===== src/rtl/exec_controller.sv =====
// exec_controller: run/step/halt sequencer that owns the core enable,
// counts retired instructions and latches the display syscall value.
module exec_controller #(
  parameter int DIV = 1
) (
  input  logic        clk,
  input  logic        rst_n,
  input  logic        run_req,
  input  logic        step_req,
  input  logic        stop_req,
  input  logic        halt,
  input  logic        display_en,
  input  logic [31:0] display,
  output logic        cpu_en,
  output logic [1:0]  state,
  output logic        halted,
  output logic [31:0] inst_cnt,
  output logic [31:0] display_reg
);
  typedef enum logic [1:0] {IDLE, RUN, STEP, HALT} st_t;
  st_t st, nxt;
  logic [23:0] cnt;
  logic tick;
  assign state = st;
  assign tick = st == RUN && cnt == 24'(DIV - 1);
  always_comb begin
    nxt = st;
    cpu_en = 1'b0;
    case (st)
      IDLE: nxt = run_req ? RUN : step_req ? STEP : IDLE;
      RUN: begin
        cpu_en = tick & ~halt & ~stop_req;
        nxt = stop_req ? IDLE : (tick & halt) ? HALT : RUN;
      end
      STEP: begin
        cpu_en = ~halt & ~stop_req;
        nxt = (halt & ~stop_req) ? HALT : IDLE;
      end
      HALT: begin
        // resume forces the pending syscall to retire regardless of halt
        cpu_en = (run_req | step_req) & ~stop_req;
        nxt = stop_req ? IDLE : run_req ? RUN : step_req ? IDLE : HALT;
      end
      default: nxt = IDLE;
    endcase
  end
  always_ff @(posedge clk or negedge rst_n) begin
    if (!rst_n) begin
      st <= IDLE;
      cnt <= '0;
      halted <= 1'b0;
      inst_cnt <= '0;
      display_reg <= '0;
    end else begin
      st <= nxt;
      cnt <= (st == RUN && nxt == RUN && !tick) ? cnt + 24'd1 : '0;
      halted <= nxt == HALT;
      if (cpu_en) inst_cnt <= inst_cnt + 32'd1;
      if (cpu_en & display_en) display_reg <= display;
    end
  end
endmodule


===== config.mk =====
export PLATFORM = sky130hd
export DESIGN_NAME = exec_controller
export DESIGN_NICKNAME = d
export VERILOG_FILES = /design/src/rtl/exec_controller.sv
export SDC_FILE = /design/constraint.sdc
export NUM_CORES = 1
export LEC_CHECK = 0
export CAP_MARGIN = 10
export CORE_MARGIN = 10
export CORE_UTILIZATION = 49
export CTS_BUF_LIST = sky130_fd_sc_hd__clkbuf_16
export DETAILED_ROUTE_END_ITERATION = 8
export MAX_ROUTING_LAYER = met4
export PLACE_DENSITY_LB_ADDON = 0.08
export SYNTH_ARGS = -nofsm -noshare
export SYNTH_HDL_FRONTEND = slang
export SYNTH_SLANG_ARGS = --single-unit

===== constraint.sdc =====
create_clock -name clk -period 2.8 [get_ports clk]
set_clock_uncertainty 0.2 [all_clocks]
set_input_delay 0.42 -clock clk [delete_from_list [all_inputs] [get_ports clk]]
set_output_delay 0.42 -clock clk [all_outputs]
set_load 0.03 [all_outputs]

==> metrics.md <==
| Metric | Value |
|---|---|
| Vias in the first global route | 3,239 |
| Detailed Place HPWL | 7350 um |
| Grt ovf | 0 |
| CTS max path bufs | 2 |
| Status | finished, final reports clean |
| Vias | 3,169 |
| Max Fclk | around 380 MHz |
| Core Rows | 33 |
| Hold WS | ~0.27 ns |
| Synth Area in Adders | 0.882% |
| Initial core utilization | 51.1% |
| Drt initial violations | 143 |
| All-Layer GR Usage | 16.4% |
| Largest net degree at the start of global routing | 55 |
| First-pass GRT wire length | 16,900 um |
| Combinational group share of total power | 38.3% |
| Die height | 113 um |
| Compound-Gate Fraction of Synth Area | approximately 2.0% |
| Syn Area/Cell | 11.7 um^2 |
| Slew Limit Fails | 0 |
| Clk network pwr share | 24.5% |
| Final TNS setup | 0 ns |
| CP Launch Type | register |
| DRC violations left | 0 |
| FF-to-FF setup slack | 0.32 ns |
| Synthesis Warnings | 0 |
| Clock Latency Late Sink | 0.34 ns |
| Share of post-route cells with drive strength above 1 | 8.32% |
| Yosys reg bits | ~90 |
| Flop pwr share | 37.2% |
| Critical Path RT | about 2.2 ns |
| Worst vdd ir | 527 uV |
| CTS Sinks | 91 |
| Largest family of logic cells by synthesized area | simple AND/OR/NAND/NOR gates |
| Syn nets | around 400 |
| Fraction of synthesized area in multiplexers | 8.99% |
| Max Cap Viol | 0 |
| Synth Cell Area | around 4300 um^2 |
| Worst hold path class | register to register |
| WHS Endpoint | inst_cnt[31] |
| Die Area | approximately 13,000 um^2 |
| Switch Pwr | approximately 0.0017 W |
| Clock root buffer | clkbuf_16 |
| Crit path DAT | slightly below 2 ns |
| Avg WL per Cell | 17.3 um |
| P_leak | 2.38 nW |
| Num ports | 107 |
| Core Area | 8340 um^2 |
| Worst hold path stage count | 1 |
| Clock transition at path regs | 0.06 ns |
| Final #Nets | slightly above 500 |
| Post-synthesis cell count | roughly 360 |
| Initial antenna violation count | 0 |
| Actual slew at the worst max-slew pin | 0.517 ns |
| Count of final setup violators | 0 |
| Port Buffers | 106 |
| Synth Area in Simple Gates | 21.1% |
| CP Capture Type | primary output |
| Critical path class | register to primary output |
| Area grow syn2layout | 35.0% |
| Antenna diode count | 0 |
| Antenna-violating nets left | 0 |
| Post-synthesis xor/xnor area fraction | a little over a tenth |
| GP Congestion | 0.826 |
| Period Utilization, post-route | between 90% and 100% |
| DRT Pass-1 Iters | 4 |
| Rel. slew slack | about two thirds |
| TritonCTS clock tree | yes |
| Final WL | 10,200 um |
| R2R Path Start | cnt[0] |
| R2r endpoint | display_reg[20] |
| Beginning of the worst hold path | inst_cnt[31] |
| Final worst path period need | 2.61 ns |
| Switching part of the total | 35.9% |
| Final Hold Viols | 0 |
| Post-synthesis sequential area ratio | between 50% and 60% |
| Post-synth cell types | 39 |
| PD cells | 833 nW/um^2 |
| CTS H-Tree Depth | 3 |
| Cell internal pwr | 0.00307 W |
| TritonCTS buffer count | 9 |
| Via density | 5.41 |
| Die X | roughly 110 um |
| Largest fanout on the critical path | 4 |
| Cells on worst reg2reg path | 8 |
| Unrepaired setup endpoints after global routing | false |
stage by stage:
stage / utilization [%] / cell area (um^2) / setup slack [ns] / std cells / total power (W)
final: 68.9 / 5750 / 0.189 / 586 / 0.00479
after global routing: 68.9 / 5750 / 0.0546 / 586 / 0.00503
after global placement: 65.2 / 5430 / 0.0791 / 568 / 0.00359
after floorplan: - / 4260 / 0.243 / 363 / 0.00281
after detailed placement: 65.2 / 5430 / -0.00566 / 568 / 0.00365
after CTS: 68.8 / 5740 / 0.0863 / 586 / 0.00483
how the worst max path moves through the flow:
stage / slack, ns / to / startpoint / depth (start not counted)
6_report: 0.19 / cpu_en / cnt[0] / 7
5_1_grt: 0.05 / cpu_en / cnt[0] / 7
4_1_cts: 0.09 / cpu_en / cnt[0] / 7
3_5_place_dp: -0.006 / display_reg[20] / stop_req / 6
3_3_place_gp: 0.08 / display_reg[5] / stop_req / 6
2_1_floorplan: 0.24 / inst_cnt[1] / cnt[0] / 7
Yosys cell counts:
cell | number | share of area (%)
a32oi_1 | 1 | 0.21
and2_1 | 5 | 0.73
and3_1 | 6 | 0.88
and4_1 | 7 | 1.4
buf_2 | 2 | 0.24
buf_4 | 1 | 0.18
buf_6 | 4 | 1.1
clkbuf_1 | 5 | 0.44
dfrtp_1 | 91 | 53
ha_1 | 3 | 0.88
inv_1 | 8 | 0.71
mux2_1 | 32 | 8.5
mux2_2 | 2 | 0.53
nand2_1 | 16 | 1.4
nand2b_1 | 2 | 0.29
nand3_1 | 16 | 1.9
nand3b_1 | 1 | 0.18
nand4_1 | 21 | 3.1
nand4_2 | 1 | 0.29
nand4bb_1 | 1 | 0.26
nor2_1 | 37 | 3.3
nor2b_1 | 3 | 0.44
nor3_1 | 13 | 1.5
nor3b_1 | 3 | 0.53
nor4_1 | 7 | 1.0
nor4_2 | 8 | 2.4
nor4b_2 | 2 | 0.71
o21a_1 | 1 | 0.18
o21ai_0 | 3 | 0.35
o21ai_1 | 1 | 0.12
o311a_1 | 1 | 0.24
o31a_4 | 1 | 0.41
o31ai_4 | 1 | 0.50
or2_2 | 1 | 0.15
or3b_2 | 1 | 0.21
or4b_1 | 1 | 0.24
or4b_2 | 1 | 0.24
xnor2_1 | 30 | 6.2
xor2_1 | 23 | 4.7
placed cells by master (no fill, tap or decap), types with 8 or more instances in the layout:
master / n
nand4_1: 21
xor2_1: 23
nor2_1: 36
clkbuf_16: 9
nand2_1: 16
mux2_1: 32
inv_1: 10
clkdlybuf4s50_1: 104
dfrtp_1: 91
nor3_1: 13
nand3_1: 16
nor4_2: 8
xnor2_1: 30
worst max-delay path, stage by stage (launching register included):
cell and delay, ns:
dfrtp_1 0.41, inv_1 0.07, ha_1 0.13, nor4b_4 0.22
nand4_2 0.21, o31a_4 0.33, nor2_2 0.11, buf_4 0.17
layer usage:
layer	global-route usage, %	vias to the layer above	share of wire [%]	wire (um)
met1	22.5	1550	51	5140
met5	-	-	0	0
met3	4.81	9	6.5	662
met4	4.82	0	1.2	123
met2	23.0	97	42	4220
li1	-	1513	-	-
power by group through the flow:
stage	Sequential (W)	Combinational, W	Clock (W)
floorplan	0.00235	0.000465	0
CTS	0.00179	0.00186	0.00119
detailed placement	0.00181	0.00184	0
finish	0.00178	0.00184	0.00117
global placement	0.00179	0.00180	0
global route	0.00183	0.00195	0.00125
cell families (layout without fill, tap and decap cells):
logic type      after synthesis  count (layout)
simple gates                153             153
flops                        91              91
xor+xnor                     53              53
mux                          34              34
buf+inv                      20             138
compound gates                9               9
fa+ha+maj                     3               3
timing repair:
action	in CTS	in global routing
setup endpoints to repair	1	1
hold buffers	1	0
resized for setup	0	2
buffers inserted	1	0
hold endpoints to repair	37	0
pin swaps	1	1
gates cloned	0	0
final cells by class:
class	instances	area, um^2
tap	105	131
inverter	8	30.0
sequential	91	2280
clock buffer	9	225
clock inverter	7	61.3
multi-input combinational	252	1880
fill	635	2590
timing repair buffer	114	1140
No activity file was read; power rests on OpenSTA's default activity.
